===== src/rtl/fifo_tx_ser_if.sv =====
// APB slave bundle for the TX FIFO serializer.
// Carries psel/penable/pwrite/paddr/pwdata in, prdata/pready/pslverr out.
interface fifo_tx_ser_if #(
  parameter int WIDTH = 8
) ();
  logic             psel;
  logic             penable;
  logic             pwrite;
  logic [3:0]       paddr;
  logic [WIDTH-1:0] pwdata;
  logic [15:0]      prdata;
  logic             pready;
  logic             pslverr;

  modport master (
    output psel, penable, pwrite,
    output paddr, pwdata,
    input  prdata, pready, pslverr
  );

  modport slave (
    input  psel, penable, pwrite,
    input  paddr, pwdata,
    output prdata, pready, pslverr
  );
endinterface


===== src/rtl/fifo_tx_ser.sv =====
// APB-fed TX FIFO with gapless bit serializer.
// Ports: clk, reset, apb (slave), tx_en, data_out, bit_clk, word_done, not_empty, almost_full.
module fifo_tx_ser #(
  parameter int WIDTH     = 8,
  parameter int DEPTH     = 64,
  parameter int CLK_DIV   = 25,
  parameter int MSB_FIRST = 0,
  parameter int AF_LEVEL  = DEPTH - 4
) (
  input  logic          clk,
  input  logic          reset,
  fifo_tx_ser_if.slave  apb,
  input  logic          tx_en,
  output logic          data_out,
  output logic          bit_clk,
  output logic          word_done,
  output logic          not_empty,
  output logic          almost_full
);

  localparam int PTR_W = $clog2(DEPTH);
  localparam int DIV_W = $clog2(CLK_DIV);
  localparam int BIT_W = (WIDTH > 1) ? $clog2(WIDTH) : 1;
  localparam int DL    = CLK_DIV - 1;
  localparam int DH    = CLK_DIV / 2;
  localparam int BL    = WIDTH - 1;

  localparam logic [DIV_W-1:0] DIV_LAST = DL[DIV_W-1:0];
  localparam logic [DIV_W-1:0] DIV_HALF = DH[DIV_W-1:0];
  localparam logic [BIT_W-1:0] BIT_LAST = BL[BIT_W-1:0];
  localparam logic [PTR_W:0]   AF_L     = AF_LEVEL[PTR_W:0];

  typedef enum logic {
    S_IDLE,
    S_SHIFT
  } state_t;

  state_t state_q, state_d;

  logic [WIDTH-1:0] mem [DEPTH];
  logic [WIDTH-1:0] sh_q;
  logic [PTR_W:0]   wr_ptr, rd_ptr, level;
  logic [DIV_W-1:0] div_q;
  logic [BIT_W-1:0] bit_q, sel;
  logic [1:0]       ctrl_bits;

  logic empty, full, busy;
  logic access, data_wr, stat_rd, ctrl_wr;
  logic push, pop, flush, clr;
  logic last_tick, udr_set;
  logic wd_q, ovf_q, udr_q;

  assign level = wr_ptr - rd_ptr;
  assign empty = (wr_ptr == rd_ptr);
  assign full  = (wr_ptr[PTR_W-1:0] == rd_ptr[PTR_W-1:0]) &&
                 (wr_ptr[PTR_W] != rd_ptr[PTR_W]);

  assign access  = apb.psel & apb.penable;
  assign data_wr = access & apb.pwrite & (apb.paddr == 4'h0);
  assign stat_rd = access & ~apb.pwrite & (apb.paddr == 4'h4);
  assign ctrl_wr = access & apb.pwrite & (apb.paddr == 4'h8);

  assign ctrl_bits = 2'(apb.pwdata);
  assign flush     = ctrl_wr & ctrl_bits[0];
  assign clr       = ctrl_wr & ctrl_bits[1];

  // full is taken from the current pointers, so a same-cycle pop
  // never makes room for a write.
  assign push = data_wr & ~full;

  assign busy = (state_q == S_SHIFT);

  assign apb.pready  = 1'b1;
  assign apb.pslverr = data_wr & full;
  assign apb.prdata  = stat_rd ?
    {8'(level), 2'b00, busy, udr_q, ovf_q, almost_full, full, empty} :
    16'h0000;

  assign last_tick = busy && (div_q == DIV_LAST) && (bit_q == BIT_LAST);

  always_ff @(posedge clk or posedge reset) begin
    if (reset) begin
      state_q <= S_IDLE;
    end else begin
      state_q <= state_d;
    end
  end

  always_comb begin
    state_d = state_q;
    pop     = 1'b0;
    udr_set = 1'b0;
    if (flush) begin
      state_d = S_IDLE;
    end else begin
      unique case (state_q)
        S_IDLE: begin
          if (tx_en && !empty) begin
            pop     = 1'b1;
            state_d = S_SHIFT;
          end
        end
        S_SHIFT: begin
          if (last_tick) begin
            if (tx_en && !empty) begin
              pop = 1'b1;
            end else begin
              state_d = S_IDLE;
              udr_set = tx_en;
            end
          end
        end
        default: state_d = S_IDLE;
      endcase
    end
  end

  always_ff @(posedge clk or posedge reset) begin
    if (reset) begin
      wr_ptr <= '0;
      rd_ptr <= '0;
    end else begin
      if (push) begin
        wr_ptr <= wr_ptr + 1'b1;
      end
      if (flush) begin
        rd_ptr <= wr_ptr;
      end else if (pop) begin
        rd_ptr <= rd_ptr + 1'b1;
      end
    end
  end

  always_ff @(posedge clk) begin
    if (push) begin
      mem[wr_ptr[PTR_W-1:0]] <= apb.pwdata;
    end
  end

  always_ff @(posedge clk or posedge reset) begin
    if (reset) begin
      sh_q  <= '0;
      div_q <= '0;
      bit_q <= '0;
      wd_q  <= 1'b0;
    end else begin
      wd_q <= last_tick & ~flush;
      if (flush) begin
        div_q <= '0;
        bit_q <= '0;
      end else if (pop) begin
        sh_q  <= mem[rd_ptr[PTR_W-1:0]];
        div_q <= '0;
        bit_q <= '0;
      end else if (busy) begin
        if (div_q == DIV_LAST) begin
          div_q <= '0;
          bit_q <= (bit_q == BIT_LAST) ? '0 : bit_q + 1'b1;
        end else begin
          div_q <= div_q + 1'b1;
        end
      end
    end
  end

  always_ff @(posedge clk or posedge reset) begin
    if (reset) begin
      ovf_q <= 1'b0;
      udr_q <= 1'b0;
    end else begin
      if (clr) begin
        ovf_q <= 1'b0;
      end else if (data_wr & full) begin
        ovf_q <= 1'b1;
      end
      if (clr) begin
        udr_q <= 1'b0;
      end else if (udr_set) begin
        udr_q <= 1'b1;
      end
    end
  end

  assign sel = (MSB_FIRST != 0) ? (BIT_LAST - bit_q) : bit_q;

  assign data_out    = busy & sh_q[sel];
  assign bit_clk     = busy && (div_q >= DIV_HALF);
  assign word_done   = wd_q;
  assign not_empty   = ~empty;
  assign almost_full = (level >= AF_L);

endmodule


===== src/flat_wrapper.sv =====
// flat-port wrapper written by rule: the top's interface ports become plain ports
module fifo_tx_ser_flat 
#(
  parameter int WIDTH     = 8,
  parameter int DEPTH     = 64,
  parameter int CLK_DIV   = 25,
  parameter int MSB_FIRST = 0,
  parameter int AF_LEVEL  = DEPTH - 4
)
  (clk, reset, tx_en, data_out, bit_clk, word_done, not_empty, almost_full, apb_psel, apb_penable, apb_pwrite, apb_paddr, apb_pwdata, apb_prdata, apb_pready, apb_pslverr);
  fifo_tx_ser_if #(.WIDTH(WIDTH)) apb_i ();
  input  logic clk;
  input  logic reset;
  input  logic tx_en;
  output logic data_out;
  output logic bit_clk;
  output logic word_done;
  output logic not_empty;
  output logic almost_full;
  input wire logic [$bits(apb_i.psel)-1:0] apb_psel;
  input wire logic [$bits(apb_i.penable)-1:0] apb_penable;
  input wire logic [$bits(apb_i.pwrite)-1:0] apb_pwrite;
  input wire logic [$bits(apb_i.paddr)-1:0] apb_paddr;
  input wire logic [$bits(apb_i.pwdata)-1:0] apb_pwdata;
  output wire logic [$bits(apb_i.prdata)-1:0] apb_prdata;
  output wire logic [$bits(apb_i.pready)-1:0] apb_pready;
  output wire logic [$bits(apb_i.pslverr)-1:0] apb_pslverr;
  assign apb_i.psel = apb_psel;
  assign apb_i.penable = apb_penable;
  assign apb_i.pwrite = apb_pwrite;
  assign apb_i.paddr = apb_paddr;
  assign apb_i.pwdata = apb_pwdata;
  assign apb_prdata = apb_i.prdata;
  assign apb_pready = apb_i.pready;
  assign apb_pslverr = apb_i.pslverr;
  fifo_tx_ser #(.WIDTH(WIDTH), .DEPTH(DEPTH), .CLK_DIV(CLK_DIV), .MSB_FIRST(MSB_FIRST), .AF_LEVEL(AF_LEVEL)) u_core (.clk(clk), .reset(reset), .apb(apb_i), .tx_en(tx_en), .data_out(data_out), .bit_clk(bit_clk), .word_done(word_done), .not_empty(not_empty), .almost_full(almost_full));
endmodule

===== config.mk =====
export PLATFORM = sky130hd
export DESIGN_NAME = fifo_tx_ser_flat
export DESIGN_NICKNAME = d
export VERILOG_FILES = /design/src/rtl/fifo_tx_ser_if.sv /design/src/rtl/fifo_tx_ser.sv /design/src/flat_wrapper.sv
export SDC_FILE = /design/constraint.sdc
export NUM_CORES = 1
export LEC_CHECK = 0
export BUFFER_PORTS_ARGS = -buffer_cell sky130_fd_sc_hd__buf_4
export CORE_ASPECT_RATIO = 0.5
export CORE_MARGIN = 10
export CORE_UTILIZATION = 33
export CTS_CLUSTER_SIZE = 10
export DETAILED_ROUTE_END_ITERATION = 10
export HOLD_SLACK_MARGIN = 0.12
export PLACE_DENSITY = 0.43
export SYNTH_ARGS = -nofsm -noshare
export SYNTH_HDL_FRONTEND = slang
export SYNTH_SLANG_ARGS = --single-unit

===== constraint.sdc =====
create_clock -name clk -period 8.4 [get_ports clk]
set_input_delay 0.42 -clock clk [delete_from_list [all_inputs] [get_ports clk]]
set_output_delay 0.42 -clock clk [all_outputs]
set_load 0.02 [all_outputs]

==> results.ini <==
[drt]
ant_nets=0
drt_pass1_iterations=5
vias=11200
drcViolationCount=0
routed_wl_mm=58.6
viasPerCell=5.18
drtIter0Drc=1001
routedWlPerCell_um=27.2

[cells_and_area]
layout-drive-gt1-share_pct=19.4
finalInstanceArea_mm2=0.0248
area_growth_pct=12.9
finalNetCount=1251
final_cells=2155
fillers=5976
num_antenna_cells=0

[synthesis]
synth.area.top_cells=edfxtp_1 (70%), mux4_2 (13%), dfrtp_1 (3.9%)
synth.area.mux_share_pct=14.2
synth_fa_ha_area_share_pct=0.773
synth.distinct_cells=65
yosysTopAreaCellShare_pct=69.9
synth_compound_area_share_pct=2.87
netlist_instances=1172
syn_avg_cell_area_um2=18.8
synthFlopType=edfxtp_1
synth_top_family_by_area=multiplexers
synth.most_common_cell=edfxtp_1
yosys.area_share.simple_pct=5.55
synth_xor_area_share_pct=0.796
synth_common_cells=edfxtp_1 (512), mux4_2 (126), nor2_1 (110)
yosysTopAreaCell=edfxtp_1
synth_edf_count=512
synth_seq_cells=546
syn_area_mm2=0.0220
ys_warn_count=0
async_reset_ff_share_pct=6.23
synth.yosys.seq_area_share_pct=73.7

[die]
start_util_pct=33.6
core_area_mm2=0.0655
die_w_um=385
io_pins=41
die_y_um=203
die_area_mm2=0.0780
rows=66

[clock_tree]
cts.clk_slew.worst_paths_ps=70
cts_setup_buffers=0
clockRootBuffer=clkbuf_16
cts_tree=yes
cts.htree.levels=2
clock_path_buffers=3
cts_buffers=60
cts.sinks=546
insertion_delay_ps=610

[critical_path]
r2r_slack_ps=3850
crit_type=reg2out
cp_max_fo=54
crit_arrival_ps=4520
end_kind=output pin
crit_chain=buf_4 -> buf_4 -> fa_1 -> nor2b_1 -> o21ai_0 -> nand2b_1 -> xor2_1 -> nand3_1 -> a21oi_1 -> buf_4
max_stage_delay_ps=790
cp-start-kind=flop
crit_buf_inv=3
cp_top_family=buffers and inverters
cp_common_cell=buf_4
critPathRequiredTime_ps=7980
cp_slowest_cell=buf_4

[min_path]
min_path_type=in2reg

[sta]
timing.fmax_mhz=203
hold_viol=0
drv_slew=0
finalSetupTns_ps=0
relSlewSlack_pct=17.5
fin_crit_sh_pct=58.8
min_period_ps=4940
worst_pin_slew_ps=1230
postLayoutSetupSlackWorst_ps=3460
rsz0062_at_grt=false
finalSetupViolations=0
clock_skew_ps=18.2

[outcome]
outcome=finished, final reports clean

[place]
place.gp.congestion=0.806
post_dp_cell_area_mm2=0.0231
place_inst=2038
hpwlAfterDp_mm=35.7
dp_worst_setup_slack_ps=3830
port_buffers=36

[global_route]
grt_usage_pct=14.8
grt_pass1_vias=11600
grt_max_degree=67
grt_pass1_wl_mm=84.2
overflow=0
antenna_found_initial=0

[power_and_ir_drop]
leakage_nw=7.73
p_per_area_mw_per_mm2=276
irDropWorstVdd_v=0.000168

[job]
maxCapViolCount=0

==> worst min-delay path: stages <==
cell	delay, ps
buf_4	90
nor2b_1	60
nand4_1	100
xnor2_1	70
==> path summary, 6_finish.rpt <==
kind                                  startpoint           endpoint  depth (start not counted)
min in group asynchronous                  reset    u_core.div_q[0]                          4
max in group asynchronous                  reset   u_core.rd_ptr[1]                          4
worst min register to register      u_core.ovf_q       u_core.ovf_q                          2
worst min-delay path                apb_paddr[2]   u_core.wr_ptr[2]                          4
worst max register to register  u_core.rd_ptr[3]  u_core.mem[27][3]                          8
worst max-delay path            u_core.rd_ptr[1]      apb_prdata[2]                         10
==> final cells by class <==
class	instances	area (um2)	area share, %
Clock buffer	111	1710	6.90
Clock inverter	2	23.8	0.0957
Inverter	15	56.3	0.227
Multi-Input combinational cell	549	5330	21.5
Sequential cell	546	16200	65.4
Tap cell	884	1110	4.45
Timing Repair Buffer	48	370	1.49
==> flip-flops by register name, indices dropped and copies added, names as in the netlist <==
signal / flops
u_core.mem: 512
u_core.sh_q: 8
u_core.rd_ptr: 7
u_core.wr_ptr: 7
u_core.div_q: 5
u_core.bit_q: 3
u_core.busy: 1
u_core.ovf_q: 1
u_core.udr_q: 1
u_core.word_done: 1
==> cell usage in the layout, fill, tap and decap left out, drive strengths merged, types with 7 or more instances in the layout <==
| master | n |
|---|---|
| edfxtp | 512 |
| mux4 | 126 |
| clkbuf | 111 |
| nor2 | 110 |
| nand2 | 63 |
| buf | 44 |
| dfrtp | 34 |
| mux2i | 26 |
| a21oi | 23 |
| nand3 | 20 |
| o21ai | 18 |
| inv | 13 |
| a31oi | 12 |
| o22ai | 12 |
| ha | 12 |
| nor3 | 11 |
| nor4 | 11 |
| xnor2 | 11 |
| xor2 | 9 |
| nor2b | 9 |
| a22oi | 7 |
==> logic make-up (layout without fill, tap and decap cells) <==
logic type      Yosys count  after routing
flops                   546            546
simple gates            260            260
mux                     154            154
compound gates           98             98
buf+inv                  79            176
xor+xnor                 20             20
fa+ha+maj                13             13
other cells               2              4
==> repair_timing <==
item                                   4_1_cts  5_1_grt
gates resized for setup                      0        0
endpoints found under the hold margin       37        0
hold buffers                                 4        0
==> per-layer routing <==
layer  up-vias  routed length, um  global-route usage [%]
met3        84               3550                    3.35
met5         -                  0                       0
li1       4812                  -                       -
met2       314              27200                    23.1
met1      5947              26700                    20.8
met4         0               1210                    3.49
==> metrics by stage <==
step	power, mW	hold WS (ps)	util (%)
floorplan	4.12	468	-
global placement	4.53	508	35.2
detailed placement	4.53	501	35.2
CTS	6.94	147	37.9
global route	7.14	203	37.9
finish	6.85	174	37.9
==> where the power goes <==
group	switching (mW)	internal [mW]	total (mW)	leakage, nW
registers	0.122	3.03	3.15	5.02
logic	0.715	0.590	1.31	1.89
clock network	1.04	1.36	2.40	0.822
Note: power is estimated with default switching activity, not from simulation.
